## src/rtl/logic_axi4_stream_transfer_counter_if.sv

```systemverilog
// rtl/logic_axi4_stream_transfer_counter_if.sv - AXI4-Stream link bundle with master/slave views
interface logic_axi4_stream_transfer_counter_if #(
    parameter int TDATA_BYTES = 4,
    parameter int TDEST_WIDTH = 2,
    parameter int TUSER_WIDTH = 1,
    parameter int TID_WIDTH   = 1
);
    logic                     tvalid;
    logic                     tready;
    logic                     tlast;
    logic [TDATA_BYTES*8-1:0] tdata;
    logic [TDATA_BYTES-1:0]   tstrb;
    logic [TDATA_BYTES-1:0]   tkeep;
    logic [TDEST_WIDTH-1:0]   tdest;
    logic [TUSER_WIDTH-1:0]   tuser;
    logic [TID_WIDTH-1:0]     tid;

    modport master (
        output tvalid, tlast, tdata, tstrb, tkeep, tdest, tuser, tid,
        input  tready
    );

    modport slave (
        input  tvalid, tlast, tdata, tstrb, tkeep, tdest, tuser, tid,
        output tready
    );
endinterface

```

## src/rtl/logic_axi4_stream_transfer_counter.sv

```systemverilog
// rtl/logic_axi4_stream_transfer_counter.sv - in-line AXI4-Stream monitor with per-TDEST beat/byte/packet counters
module logic_axi4_stream_transfer_counter #(
    parameter int TDATA_BYTES   = 4,
    parameter int TDEST_WIDTH   = 2,
    parameter int TUSER_WIDTH   = 1,
    parameter int TID_WIDTH     = 1,
    parameter int CHANNELS      = 4,
    parameter int COUNTER_WIDTH = 32,
    parameter int SATURATE      = 1,
    localparam int IDXW         = (CHANNELS > 1) ? $clog2(CHANNELS) : 1,
    localparam int CW           = COUNTER_WIDTH
) (
    input  logic                                  aclk,
    input  logic                                  areset,
    logic_axi4_stream_transfer_counter_if.slave   rx,
    logic_axi4_stream_transfer_counter_if.master  tx,
    input  logic                                  cnt_read,
    input  logic                                  cnt_clear,
    input  logic                                  cnt_clear_all,
    input  logic [IDXW-1:0]                       cnt_channel,
    output logic                                  cnt_valid,
    output logic [CW-1:0]                         cnt_beats,
    output logic [CW-1:0]                         cnt_bytes,
    output logic [CW-1:0]                         cnt_packets,
    output logic                                  cnt_overflow
);
    assign tx.tvalid = rx.tvalid;
    assign tx.tlast  = rx.tlast;
    assign tx.tdata  = rx.tdata;
    assign tx.tstrb  = rx.tstrb;
    assign tx.tkeep  = rx.tkeep;
    assign tx.tdest  = rx.tdest;
    assign tx.tuser  = rx.tuser;
    assign tx.tid    = rx.tid;
    assign rx.tready = tx.tready;

    logic            w_xfer;
    logic [IDXW-1:0] w_idx;
    logic [CW-1:0]   w_keep_cnt;

    logic [CW-1:0] r_beats   [CHANNELS];
    logic [CW-1:0] r_bytes   [CHANNELS];
    logic [CW-1:0] r_packets [CHANNELS];
    logic          r_ovf     [CHANNELS];

    logic [CW-1:0] w_inc_beats [CHANNELS];
    logic [CW-1:0] w_inc_bytes [CHANNELS];
    logic [CW-1:0] w_inc_pkts  [CHANNELS];
    logic [CW-1:0] w_nxt_beats [CHANNELS];
    logic [CW-1:0] w_nxt_bytes [CHANNELS];
    logic [CW-1:0] w_nxt_pkts  [CHANNELS];
    logic          w_nxt_ovf   [CHANNELS];
    logic          w_clr       [CHANNELS];
    logic          w_snap      [CHANNELS];

    assign w_xfer = rx.tvalid && tx.tready;
    assign w_idx  = (CHANNELS == 1) ? '0 : rx.tdest[IDXW-1:0];

    function automatic logic [CW:0] f_add(input logic [CW-1:0] a, input logic [CW-1:0] b);
        f_add = {1'b0, a} + {1'b0, b};
    endfunction

    function automatic logic [CW-1:0] f_fold(input logic [CW:0] s);
        f_fold = (SATURATE != 0 && s[CW]) ? '1 : s[CW-1:0];
    endfunction

    always_comb begin
        w_keep_cnt = '0;
        for (int i = 0; i < TDATA_BYTES; i++) begin
            w_keep_cnt = w_keep_cnt + CW'(rx.tkeep[i]);
        end
    end

    always_comb begin
        logic          v_hit;
        logic [CW:0]   v_b;
        logic [CW:0]   v_y;
        logic [CW:0]   v_p;
        v_hit = 1'b0;
        v_b   = '0;
        v_y   = '0;
        v_p   = '0;
        for (int c = 0; c < CHANNELS; c++) begin
            v_hit          = w_xfer && (w_idx == IDXW'(c));
            w_inc_beats[c] = CW'(v_hit);
            w_inc_bytes[c] = v_hit ? w_keep_cnt : '0;
            w_inc_pkts[c]  = CW'(v_hit && rx.tlast);
            v_b            = f_add(r_beats[c], w_inc_beats[c]);
            v_y            = f_add(r_bytes[c], w_inc_bytes[c]);
            v_p            = f_add(r_packets[c], w_inc_pkts[c]);
            w_nxt_beats[c] = f_fold(v_b);
            w_nxt_bytes[c] = f_fold(v_y);
            w_nxt_pkts[c]  = f_fold(v_p);
            w_nxt_ovf[c]   = r_ovf[c] | v_b[CW] | v_y[CW] | v_p[CW];
            w_snap[c]      = cnt_read && (cnt_channel == IDXW'(c));
            w_clr[c]       = cnt_clear_all || (w_snap[c] && cnt_clear);
        end
    end

    // A cleared channel keeps a same-cycle increment unless the snapshot already consumed it.
    always_ff @(posedge aclk or posedge areset) begin
        if (areset) begin
            for (int c = 0; c < CHANNELS; c++) begin
                r_beats[c]   <= '0;
                r_bytes[c]   <= '0;
                r_packets[c] <= '0;
                r_ovf[c]     <= 1'b0;
            end
            cnt_valid    <= 1'b0;
            cnt_beats    <= '0;
            cnt_bytes    <= '0;
            cnt_packets  <= '0;
            cnt_overflow <= 1'b0;
        end else begin
            for (int c = 0; c < CHANNELS; c++) begin
                if (w_clr[c]) begin
                    r_beats[c]   <= w_snap[c] ? '0 : w_inc_beats[c];
                    r_bytes[c]   <= w_snap[c] ? '0 : w_inc_bytes[c];
                    r_packets[c] <= w_snap[c] ? '0 : w_inc_pkts[c];
                    r_ovf[c]     <= 1'b0;
                end else begin
                    r_beats[c]   <= w_nxt_beats[c];
                    r_bytes[c]   <= w_nxt_bytes[c];
                    r_packets[c] <= w_nxt_pkts[c];
                    r_ovf[c]     <= w_nxt_ovf[c];
                end
            end
            cnt_valid <= cnt_read;
            if (cnt_read) begin
                cnt_beats    <= w_nxt_beats[cnt_channel];
                cnt_bytes    <= w_nxt_bytes[cnt_channel];
                cnt_packets  <= w_nxt_pkts[cnt_channel];
                cnt_overflow <= w_nxt_ovf[cnt_channel];
            end
        end
    end
endmodule

```

## src/flat_wrapper.sv

```systemverilog
// flat-port wrapper written by rule: the top's interface ports become plain ports
module logic_axi4_stream_transfer_counter_flat 
#(
    parameter int TDATA_BYTES   = 4,
    parameter int TDEST_WIDTH   = 2,
    parameter int TUSER_WIDTH   = 1,
    parameter int TID_WIDTH     = 1,
    parameter int CHANNELS      = 4,
    parameter int COUNTER_WIDTH = 32,
    parameter int SATURATE      = 1,
    localparam int IDXW         = (CHANNELS > 1) ? $clog2(CHANNELS) : 1,
    localparam int CW           = COUNTER_WIDTH
)
  (aclk, areset, cnt_read, cnt_clear, cnt_clear_all, cnt_channel, cnt_valid, cnt_beats, cnt_bytes, cnt_packets, cnt_overflow, rx_tvalid, rx_tlast, rx_tdata, rx_tstrb, rx_tkeep, rx_tdest, rx_tuser, rx_tid, rx_tready, tx_tvalid, tx_tlast, tx_tdata, tx_tstrb, tx_tkeep, tx_tdest, tx_tuser, tx_tid, tx_tready);
  logic_axi4_stream_transfer_counter_if #(.TDATA_BYTES(TDATA_BYTES), .TDEST_WIDTH(TDEST_WIDTH), .TUSER_WIDTH(TUSER_WIDTH), .TID_WIDTH(TID_WIDTH)) rx_i ();
  logic_axi4_stream_transfer_counter_if #(.TDATA_BYTES(TDATA_BYTES), .TDEST_WIDTH(TDEST_WIDTH), .TUSER_WIDTH(TUSER_WIDTH), .TID_WIDTH(TID_WIDTH)) tx_i ();
  input  logic aclk;
  input  logic areset;
  input  logic cnt_read;
  input  logic cnt_clear;
  input  logic cnt_clear_all;
  input  logic [IDXW-1:0] cnt_channel;
  output logic cnt_valid;
  output logic [CW-1:0] cnt_beats;
  output logic [CW-1:0] cnt_bytes;
  output logic [CW-1:0] cnt_packets;
  output logic cnt_overflow;
  input wire logic [$bits(rx_i.tvalid)-1:0] rx_tvalid;
  input wire logic [$bits(rx_i.tlast)-1:0] rx_tlast;
  input wire logic [$bits(rx_i.tdata)-1:0] rx_tdata;
  input wire logic [$bits(rx_i.tstrb)-1:0] rx_tstrb;
  input wire logic [$bits(rx_i.tkeep)-1:0] rx_tkeep;
  input wire logic [$bits(rx_i.tdest)-1:0] rx_tdest;
  input wire logic [$bits(rx_i.tuser)-1:0] rx_tuser;
  input wire logic [$bits(rx_i.tid)-1:0] rx_tid;
  output wire logic [$bits(rx_i.tready)-1:0] rx_tready;
  output wire logic [$bits(tx_i.tvalid)-1:0] tx_tvalid;
  output wire logic [$bits(tx_i.tlast)-1:0] tx_tlast;
  output wire logic [$bits(tx_i.tdata)-1:0] tx_tdata;
  output wire logic [$bits(tx_i.tstrb)-1:0] tx_tstrb;
  output wire logic [$bits(tx_i.tkeep)-1:0] tx_tkeep;
  output wire logic [$bits(tx_i.tdest)-1:0] tx_tdest;
  output wire logic [$bits(tx_i.tuser)-1:0] tx_tuser;
  output wire logic [$bits(tx_i.tid)-1:0] tx_tid;
  input wire logic [$bits(tx_i.tready)-1:0] tx_tready;
  assign rx_i.tvalid = rx_tvalid;
  assign rx_i.tlast = rx_tlast;
  assign rx_i.tdata = rx_tdata;
  assign rx_i.tstrb = rx_tstrb;
  assign rx_i.tkeep = rx_tkeep;
  assign rx_i.tdest = rx_tdest;
  assign rx_i.tuser = rx_tuser;
  assign rx_i.tid = rx_tid;
  assign rx_tready = rx_i.tready;
  assign tx_tvalid = tx_i.tvalid;
  assign tx_tlast = tx_i.tlast;
  assign tx_tdata = tx_i.tdata;
  assign tx_tstrb = tx_i.tstrb;
  assign tx_tkeep = tx_i.tkeep;
  assign tx_tdest = tx_i.tdest;
  assign tx_tuser = tx_i.tuser;
  assign tx_tid = tx_i.tid;
  assign tx_i.tready = tx_tready;
  logic_axi4_stream_transfer_counter #(.TDATA_BYTES(TDATA_BYTES), .TDEST_WIDTH(TDEST_WIDTH), .TUSER_WIDTH(TUSER_WIDTH), .TID_WIDTH(TID_WIDTH), .CHANNELS(CHANNELS), .COUNTER_WIDTH(COUNTER_WIDTH), .SATURATE(SATURATE)) u_core (.aclk(aclk), .areset(areset), .rx(rx_i), .tx(tx_i), .cnt_read(cnt_read), .cnt_clear(cnt_clear), .cnt_clear_all(cnt_clear_all), .cnt_channel(cnt_channel), .cnt_valid(cnt_valid), .cnt_beats(cnt_beats), .cnt_bytes(cnt_bytes), .cnt_packets(cnt_packets), .cnt_overflow(cnt_overflow));
endmodule
```

## config.mk

```make
export PLATFORM = sky130hd
export DESIGN_NAME = logic_axi4_stream_transfer_counter_flat
export DESIGN_NICKNAME = d
export VERILOG_FILES = /design/src/rtl/logic_axi4_stream_transfer_counter_if.sv /design/src/rtl/logic_axi4_stream_transfer_counter.sv /design/src/flat_wrapper.sv
export SDC_FILE = /design/constraint.sdc
export NUM_CORES = 1
export LEC_CHECK = 0
export ABC_AREA = 1
export CAP_MARGIN = 20
export CORE_ASPECT_RATIO = 1.25
export CORE_MARGIN = 2
export CORE_UTILIZATION = 45
export DETAILED_ROUTE_END_ITERATION = 10
export GPL_TIMING_DRIVEN = 0
export SYNTH_ARGS = -nofsm -noshare
export SYNTH_HDL_FRONTEND = slang
export SYNTH_SLANG_ARGS = --single-unit
```

## constraint.sdc

```tcl
create_clock -name aclk -period 18.55 [get_ports aclk]
set_input_delay 2.7825 -clock aclk [delete_from_list [all_inputs] [get_ports aclk]]
set_output_delay 2.7825 -clock aclk [all_outputs]
set_load 0.1 [all_outputs]
```

==> impl_metrics.prom, run 1 <==
# TYPE chip_impl_metric gauge
chip_impl_info{name="min_from",value="u_core.cnt_beats[10]"} 1
chip_impl_metric{name="drive_gt1_frac",unit=""} 0.0640
chip_impl_metric{name="final_max_slew_viol_count",unit=""} 0
chip_impl_metric{name="first_pass_iters",unit=""} 7
chip_impl_metric{name="layout.filler_cells",unit=""} 7430
chip_impl_metric{name="postSynthCellCount",unit=""} 4891
chip_impl_metric{name="drv.max_cap_violation_count",unit=""} 0
chip_impl_info{name="min-delay-path-class",value="reg2reg"} 1
chip_impl_metric{name="seq_area",unit="um2"} 12200
chip_impl_metric{name="floorplan.core_area",unit="um2"} 70600
chip_impl_metric{name="reg2reg_slack",unit="ns"} 15.51
chip_impl_info{name="status",value="completed"} 1
chip_impl_metric{name="leakagePower",unit="nW"} 18.2
chip_impl_metric{name="tns",unit="ns"} 0
chip_impl_metric{name="max_freq",unit="MHz"} 136
chip_impl_metric{name="timing.final.crit_share",unit=""} 0.395
chip_impl_metric{name="grt_first_pass_wirelength",unit="um"} 200000
chip_impl_info{name="ctsRootBufferMaster",value="sky130_fd_sc_hd__clkbuf_16"} 1
chip_impl_metric{name="first_iter_violations",unit=""} 3513
chip_impl_metric{name="clockBufferDepth",unit=""} 3
chip_impl_metric{name="grt_pass1_vias",unit=""} 30600
chip_impl_info{name="crit_path_max_delay_family",value="buffers and inverters"} 1
chip_impl_metric{name="area_growth",unit="%"} 14.9
chip_impl_metric{name="io_buffers",unit=""} 160
chip_impl_metric{name="yosysWarnings",unit=""} 0
chip_impl_metric{name="setup-violations-final",unit=""} 0
chip_impl_info{name="setup.worst_path.start",value="rx_tdest[1]"} 1
chip_impl_metric{name="grt_start_max_net_pins",unit=""} 122
chip_impl_metric{name="globalRoute.totalOverflow",unit=""} 0
chip_impl_metric{name="clock_latency",unit="ns"} 0.65
chip_impl_metric{name="finalNonFillerCells",unit=""} 6101
chip_impl_metric{name="die_width",unit="um"} 243
chip_impl_metric{name="synth.avg_cell_area",unit="um2"} 6.56
chip_impl_metric{name="dp_worst_setup_slack",unit="ns"} 11.22
chip_impl_info{name="rr_startpoint",value="u_core.r_bytes[64]"} 1
chip_impl_metric{name="placed_cell_area",unit="um2"} 35000
chip_impl_info{name="rsz0062_at_grt",value="no"} 1
chip_impl_metric{name="cts_made_buffers",unit=""} 55
chip_impl_metric{name="die_y",unit="um"} 303
chip_impl_metric{name="drtAntennaViolNets",unit=""} 0
chip_impl_metric{name="postCtsSetupRepairBufs",unit=""} 0
chip_impl_metric{name="final_hold_viol_count",unit=""} 0
chip_impl_metric{name="grt_usage",unit=""} 0.367
chip_impl_metric{name="initial_utilization",unit=""} 0.454
chip_impl_metric{name="slew_headroom",unit=""} 0.162
chip_impl_metric{name="synthDistinctLibCells",unit=""} 50
chip_impl_metric{name="critPathArrivalTime",unit="ns"} 4.55
chip_impl_metric{name="cts.repair.resized",unit=""} 0
chip_impl_metric{name="vias",unit=""} 33000
chip_impl_metric{name="clkSinkCount",unit=""} 486
chip_impl_metric{name="hold-worst-slack",unit="ns"} 0.478
chip_impl_metric{name="worstPathRequired",unit="ns"} 15.77
chip_impl_metric{name="layout_min_cycle_time",unit="ns"} 7.33
chip_impl_info{name="crit_path_top_delay_cell",value="sky130_fd_sc_hd__clkdlybuf4s50_1"} 1
chip_impl_metric{name="synth-seq-cells",unit=""} 486
chip_impl_metric{name="drt_drc_violations_left",unit=""} 0
chip_impl_metric{name="clock_skew",unit="ns"} 0.0271
chip_impl_metric{name="power_density",unit="nW/um2"} 68.2
chip_impl_metric{name="design_area",unit="um2"} 36900
chip_impl_metric{name="antenna_found_initial",unit=""} 4
chip_impl_metric{name="worstMarginPinSlew",unit="ns"} 1.25
chip_impl_info{name="path_common_cell",value="sky130_fd_sc_hd__clkdlybuf4s50_1"} 1
chip_impl_metric{name="worst_setup_hold_path_clk_slew",unit="ns"} 0.06
chip_impl_metric{name="synth_sequential_area_ratio",unit=""} 0.379
chip_impl_metric{name="multiInputGateArea",unit="um2"} 16800
chip_impl_metric{name="placement_rows",unit=""} 109
chip_impl_metric{name="hpwlAfterDp",unit="um"} 109000
chip_impl_metric{name="vias_per_cell",unit=""} 5.41
chip_impl_metric{name="max-vdd-ir-drop",unit="uV"} 76.0
chip_impl_metric{name="worst-path-buf-inv",unit=""} 3
chip_impl_metric{name="syn_nets",unit=""} 4980
chip_impl_info{name="critPathLaunchType",value="input pin"} 1
chip_impl_metric{name="final_critical_path_setup_slack",unit="ns"} 11.22
chip_impl_metric{name="htree_num_levels",unit=""} 2
chip_impl_metric{name="gp_congestion",unit=""} 0.984
chip_impl_metric{name="crit_path_max_fanout",unit=""} 4
chip_impl_metric{name="route.detailed.wl_per_inst",unit="um"} 22.5
chip_impl_metric{name="final_net_count",unit=""} 5203
chip_impl_metric{name="io-pin-count",unit=""} 199
chip_impl_metric{name="overall_routed_net_length",unit="um"} 137000
chip_impl_info{name="tritoncts",value="yes"} 1
chip_impl_info{name="worstSetupPathType",value="in2out"} 1
chip_impl_metric{name="placed_cells_incl_taps",unit=""} 6000
chip_impl_metric{name="cts_hold_buffers",unit=""} 0
chip_impl_info{name="cell_by_cell_listing_of_the_critical_path",value="clkdlybuf4s50_1 -> buf_4 -> clkdlybuf4s50_1"} 1
chip_impl_metric{name="design.die.area",unit="um2"} 73500
chip_impl_metric{name="mappedNetlistArea",unit="um2"} 32100
chip_impl_info{name="cp-end-kind",value="output pin"} 1
chip_impl_metric{name="crit_path_max_incr_delay",unit="ns"} 1.11
-- worst paths after layout --
check                      depth (start not counted)              endpoint
setup / recovery                                   3           tx_tdest[1]
hold / removal                                     2  u_core.cnt_beats[10]
setup reg to reg                                  15   u_core.cnt_bytes[3]
hold reg to reg                                    2  u_core.cnt_beats[10]
max in group asynchronous                          4  u_core.r_packets[23]
min in group asynchronous                          2  u_core.cnt_bytes[27]
-- power breakdown --
group / total [mW] / internal [mW] / switching, mW
Sequential: 1.08 / 1.07 / 0.00822
Combinational: 0.284 / 0.0524 / 0.231
Clock: 1.15 / 0.645 / 0.506
Total: 2.51 / 1.77 / 0.745
-- registers in the layout, summed over array words and instances, names as in the netlist --
signal               flops
u_core.r_ovf             4
u_core.cnt_bytes        32
u_core.cnt_beats        32
u_core.r_packets       128
u_core.cnt_packets      32
u_core.cnt_valid         1
u_core.cnt_overflow      1
u_core.r_bytes         128
u_core.r_beats         128
-- tightest hold or removal path: stages (launching register included) --
cell and delay (ns):
sky130_fd_sc_hd__dfrtp_1 0.34, sky130_fd_sc_hd__nand2_1 0.05, sky130_fd_sc_hd__nand2_1 0.06
-- cell type report --
class | instances | area share
Multi-Input combinational cell | 3662 | 0.455
Sequential cell | 486 | 0.330
Inverter | 562 | 0.0574
Timing Repair Buffer | 166 | 0.0476
Clock buffer | 76 | 0.0425
Tap cell | 943 | 0.0320
Buffer | 181 | 0.0286
Clock inverter | 23 | 0.00689
Antenna cell | 2 | 0.000136
-- layer usage --
metal | track usage | vias up | wire length, um
met5 | 0 | - | 26
met4 | 0.152 | 4 | 6340
met3 | 0.0634 | 271 | 11200
met2 | 0.585 | 1371 | 61300
met1 | 0.497 | 15700 | 58300
li1 | - | 15600 | -
-- kinds of logic (layout without fill, tap and decap cells) --
logic type | after synthesis | after routing | share of synthesized area
AND/OR/NAND/NOR | 3177 | 3177 | 0.417
buffers and inverters | 743 | 1008 | 0.0986
flip-flops | 486 | 486 | 0.379
AO/OA/AOI/OAI | 306 | 306 | 0.0516
XOR/XNOR | 144 | 144 | 0.0393
adder cells (fa/ha/maj) | 35 | 35 | 0.0148
other | 0 | 2 | 0
-- cell usage after synthesis, drive strengths merged --
cell type | number | share of area
clkbuf | 54 | 0.0063
buf | 127 | 0.027
nand4 | 62 | 0.012
xor2 | 69 | 0.019
a21o | 1 | 0.00023
nor2 | 812 | 0.10
o22a | 2 | 0.00055
a21boi | 5 | 0.0012
a22oi | 11 | 0.0026
o2111ai | 2 | 0.00055
a31oi | 14 | 0.0027
nand3b | 107 | 0.025
nor3 | 22 | 0.0034
ha | 30 | 0.012
and3 | 3 | 0.00058
xnor2 | 75 | 0.020
o21ai | 114 | 0.018
nand3 | 347 | 0.057
o21bai | 1 | 0.00023
a21oi | 148 | 0.023
o31ai | 1 | 0.00023
inv | 560 | 0.066
clkinv | 2 | 0.00023
o22ai | 3 | 0.00058
and2 | 6 | 0.0012
dfrtp | 486 | 0.38
o211ai | 1 | 0.00023
fa | 5 | 0.0031
nand2 | 1786 | 0.21
a41oi | 3 | 0.00082
or2 | 32 | 0.0062
-- cell usage in the layout (no fill, tap or decap), drive strengths merged --
| cell | Yosys | final |
|---|---|---|
| dfrtp | 486 | 486 |
| buf | 127 | 133 |
| o211ai | 1 | 1 |
| xor2 | 69 | 69 |
| clkinvlp | 0 | 8 |
| o22a | 2 | 2 |
| nor2 | 812 | 812 |
| nand3 | 347 | 347 |
| clkinv | 2 | 12 |
| or2 | 32 | 32 |
| a41oi | 3 | 3 |
| nand2 | 1786 | 1786 |
| clkdlybuf4s50 | 0 | 160 |
| xnor2 | 75 | 75 |
| nand3b | 107 | 107 |
| o2111ai | 2 | 2 |
| nor3 | 22 | 22 |
| fa | 5 | 5 |
| a22oi | 11 | 11 |
| a21o | 1 | 1 |
| o21bai | 1 | 1 |
| ha | 30 | 30 |
| o21ai | 114 | 114 |
| o31ai | 1 | 1 |
| and2 | 6 | 6 |
| a21oi | 148 | 148 |
| o22ai | 3 | 3 |
| bufinv | 0 | 4 |
| diode | 0 | 2 |
| clkbuf | 54 | 130 |
| nand4 | 62 | 62 |
| inv | 560 | 561 |
| a31oi | 14 | 14 |
| a21boi | 5 | 5 |
| and3 | 3 | 3 |
-- stage by stage --
step                      total power, mW  utilization
after detailed placement             1.38        0.496
after floorplan                      1.27            -
after CTS                            2.52        0.522
after global placement               1.38        0.494
final                                2.51        0.522
after global routing                 2.57        0.522
Power figures use the tool's default switching activity.
==> run 2: changes to the inputs <==
==> constraint.sdc (replaced) <==
create_clock -name aclk -period 7.4 [get_ports aclk]
set_input_delay 1.11 -clock aclk [delete_from_list [all_inputs] [get_ports aclk]]
set_output_delay 1.11 -clock aclk [all_outputs]
set_load 0.1 [all_outputs]
==> impl_metrics.prom, run 2 (synthesis results as in run 1) <==
# TYPE chip_impl_metric gauge
chip_impl_info{name="most-common-layout-cells",value="1764 x sky130_fd_sc_hd__nand2_1, 773 x sky130_fd_sc_hd__nor2_1, 549 x sky130_fd_sc_hd__inv_1"} 1
chip_impl_metric{name="met2_length",unit="um"} 61200
chip_impl_metric{name="grt_first_pass_wirelength",unit="um"} 198000
chip_impl_metric{name="slew_headroom",unit=""} 0.213
chip_impl_metric{name="layout_min_cycle_time",unit="ns"} 4.87
chip_impl_info{name="status",value="completed"} 1
chip_impl_metric{name="io_buffers",unit=""} 160
chip_impl_metric{name="clock_skew",unit="ns"} 0.0325
chip_impl_metric{name="tns",unit="ns"} 0
chip_impl_metric{name="grt_start_max_net_pins",unit=""} 41
chip_impl_metric{name="timing.hold.worst_path_depth",unit=""} 2
chip_impl_metric{name="final_critical_path_setup_slack",unit="ns"} 2.53
chip_impl_metric{name="final_max_slew_viol_count",unit=""} 0
chip_impl_metric{name="dp_worst_setup_slack",unit="ns"} 1.95
chip_impl_info{name="cp-end-kind",value="register"} 1
chip_impl_info{name="critPathLaunchType",value="input pin"} 1
chip_impl_metric{name="antenna_found_initial",unit=""} 2
chip_impl_metric{name="hpwlAfterDp",unit="um"} 109000
chip_impl_metric{name="cts_made_buffers",unit=""} 57
chip_impl_metric{name="grt_pass1_vias",unit=""} 30800
chip_impl_metric{name="drt_drc_violations_left",unit=""} 0
chip_impl_metric{name="final_net_count",unit=""} 5216
chip_impl_metric{name="cts_hold_buffers",unit=""} 0
chip_impl_metric{name="routedLengthMet1",unit="um"} 57600
chip_impl_metric{name="vias",unit=""} 32800
chip_impl_metric{name="route.met3.wl",unit="um"} 10300
chip_impl_metric{name="area_growth",unit="%"} 15.8
chip_impl_metric{name="clock_latency",unit="ns"} 0.66
chip_impl_metric{name="timing.final.crit_share",unit=""} 0.658
chip_impl_metric{name="globalRoute.totalOverflow",unit=""} 0
chip_impl_metric{name="crit_path_max_fanout",unit=""} 8
chip_impl_info{name="min-delay-path-class",value="reg2reg"} 1
chip_impl_metric{name="drive_gt1_frac",unit=""} 0.0680
chip_impl_metric{name="first_iter_violations",unit=""} 3332
chip_impl_metric{name="drtAntennaViolNets",unit=""} 0
chip_impl_metric{name="die_width",unit="um"} 243
chip_impl_info{name="final_common_cell",value="sky130_fd_sc_hd__nand2_1"} 1
chip_impl_info{name="ctsRootBufferMaster",value="sky130_fd_sc_hd__clkbuf_16"} 1
chip_impl_metric{name="floorplan.core_area",unit="um2"} 70600
chip_impl_metric{name="timing.reg2reg.worst_path_depth",unit=""} 15
chip_impl_metric{name="cts.repair.resized",unit=""} 0
chip_impl_metric{name="grt_usage",unit=""} 0.363
chip_impl_metric{name="design.die.area",unit="um2"} 73500
chip_impl_info{name="tritoncts",value="yes"} 1
chip_impl_metric{name="postCtsSetupRepairBufs",unit=""} 0
chip_impl_metric{name="first_pass_iters",unit=""} 5
chip_impl_metric{name="final_hold_viol_count",unit=""} 0
chip_impl_metric{name="max_freq",unit="MHz"} 205
chip_impl_metric{name="worstMarginPinSlew",unit="ns"} 1.18
chip_impl_info{name="routed.top_layer",value="met5"} 1
chip_impl_metric{name="gp_congestion",unit=""} 1.01
chip_impl_metric{name="placement_rows",unit=""} 109
chip_impl_metric{name="vias_per_cell",unit=""} 5.37
chip_impl_info{name="worstSetupPathType",value="in2reg"} 1
chip_impl_info{name="rsz0062_at_grt",value="no"} 1
chip_impl_metric{name="final_standard_cell_utilization_of_the_core",unit=""} 0.526
chip_impl_metric{name="io-pin-count",unit=""} 199
chip_impl_metric{name="route.detailed.wl_per_inst",unit="um"} 22.1
chip_impl_metric{name="die_y",unit="um"} 303
chip_impl_info{name="reg_top3",value="u_core.r_beats x128, u_core.r_bytes x128, u_core.r_packets x128"} 1
chip_impl_metric{name="hold-worst-slack",unit="ns"} 0.482
chip_impl_metric{name="worst_setup_hold_path_clk_slew",unit="ns"} 0.06
chip_impl_metric{name="htree_num_levels",unit=""} 2
chip_impl_metric{name="max-vdd-ir-drop",unit="uV"} 169
chip_impl_metric{name="clkSinkCount",unit=""} 486
chip_impl_metric{name="leakagePower",unit="nW"} 18.3
chip_impl_metric{name="drv.max_cap_violation_count",unit=""} 0
chip_impl_metric{name="critPathArrivalTime",unit="ns"} 5.38
chip_impl_metric{name="power_density",unit="nW/um2"} 173
chip_impl_metric{name="initial_utilization",unit=""} 0.454
chip_impl_metric{name="final_antenna_diode_count",unit=""} 0
chip_impl_metric{name="setup-violations-final",unit=""} 0
chip_impl_metric{name="worstPathRequired",unit="ns"} 7.91
chip_impl_metric{name="overall_routed_net_length",unit="um"} 135000
chip_impl_metric{name="clockBufferDepth",unit=""} 3
-- run 2: final timing paths --
path | start | slack (ns) | end
setup / recovery | rx_tkeep[1] | 2.53 | u_core.cnt_bytes[26]
hold / removal | u_core.cnt_bytes[13] | 0.48 | u_core.cnt_bytes[13]
setup reg to reg | u_core.r_bytes[0] | 4.34 | u_core.cnt_bytes[26]
hold reg to reg | u_core.cnt_bytes[13] | 0.48 | u_core.cnt_bytes[13]
max in group asynchronous | areset | 5.11 | u_core.r_beats[11]
min in group asynchronous | areset | 0.84 | u_core.cnt_bytes[29]
-- run 2: final cells by class --
type | count | area [um2]
fill | 7441 | 33500
buffer | 181 | 1050
clock inverter | 28 | 288
sequential | 486 | 12200
timing repair buffer | 177 | 1920
clock buffer | 80 | 1680
inverter | 562 | 2110
tap | 943 | 1180
multi-input combinational | 3662 | 16800
-- run 2: per-stage QoR --
step	std cells	instance area, um2	power, mW
2_1_floorplan	4891	32100	3.20
3_3_place_gp	5994	34900	3.45
3_5_place_dp	6009	35200	3.47
4_1_cts	6117	37100	6.45
5_1_grt	6119	37200	6.59
6_report	6119	37200	6.43
-- run 2: power by group --
part | switching [mW] | total, mW | internal (mW)
registers | 0.0203 | 2.70 | 2.68
logic | 0.578 | 0.718 | 0.140
clock network | 1.29 | 3.01 | 1.72
total | 1.89 | 6.43 | 4.55
-- run 2: metal layers --
metal	up-vias	track usage
li1	15600	-
met1	15600	0.488
met2	1368	0.589
met3	271	0.0554
met4	4	0.147
met5	-	0
-- run 2: critical path, stage by stage --
cell and delay [ns]:
sky130_fd_sc_hd__clkdlybuf4s50_1 0.43, sky130_fd_sc_hd__ha_1 0.28, sky130_fd_sc_hd__inv_1 0.04, sky130_fd_sc_hd__fa_1 0.69, sky130_fd_sc_hd__nor2_1 0.20, sky130_fd_sc_hd__ha_1 0.19, sky130_fd_sc_hd__inv_1 0.06, sky130_fd_sc_hd__fa_1 0.40
sky130_fd_sc_hd__inv_1 0.07, sky130_fd_sc_hd__nand2_1 0.04, sky130_fd_sc_hd__nand2_1 0.11, sky130_fd_sc_hd__nand2_1 0.14, sky130_fd_sc_hd__nor2_2 0.35, sky130_fd_sc_hd__nand2_1 0.10, sky130_fd_sc_hd__nand2_1 0.07, sky130_fd_sc_hd__nand3_1 0.20
sky130_fd_sc_hd__nand2_1 0.35, sky130_fd_sc_hd__nand2_1 0.09, sky130_fd_sc_hd__o21ai_0 0.36, sky130_fd_sc_hd__nand2_1 0.08
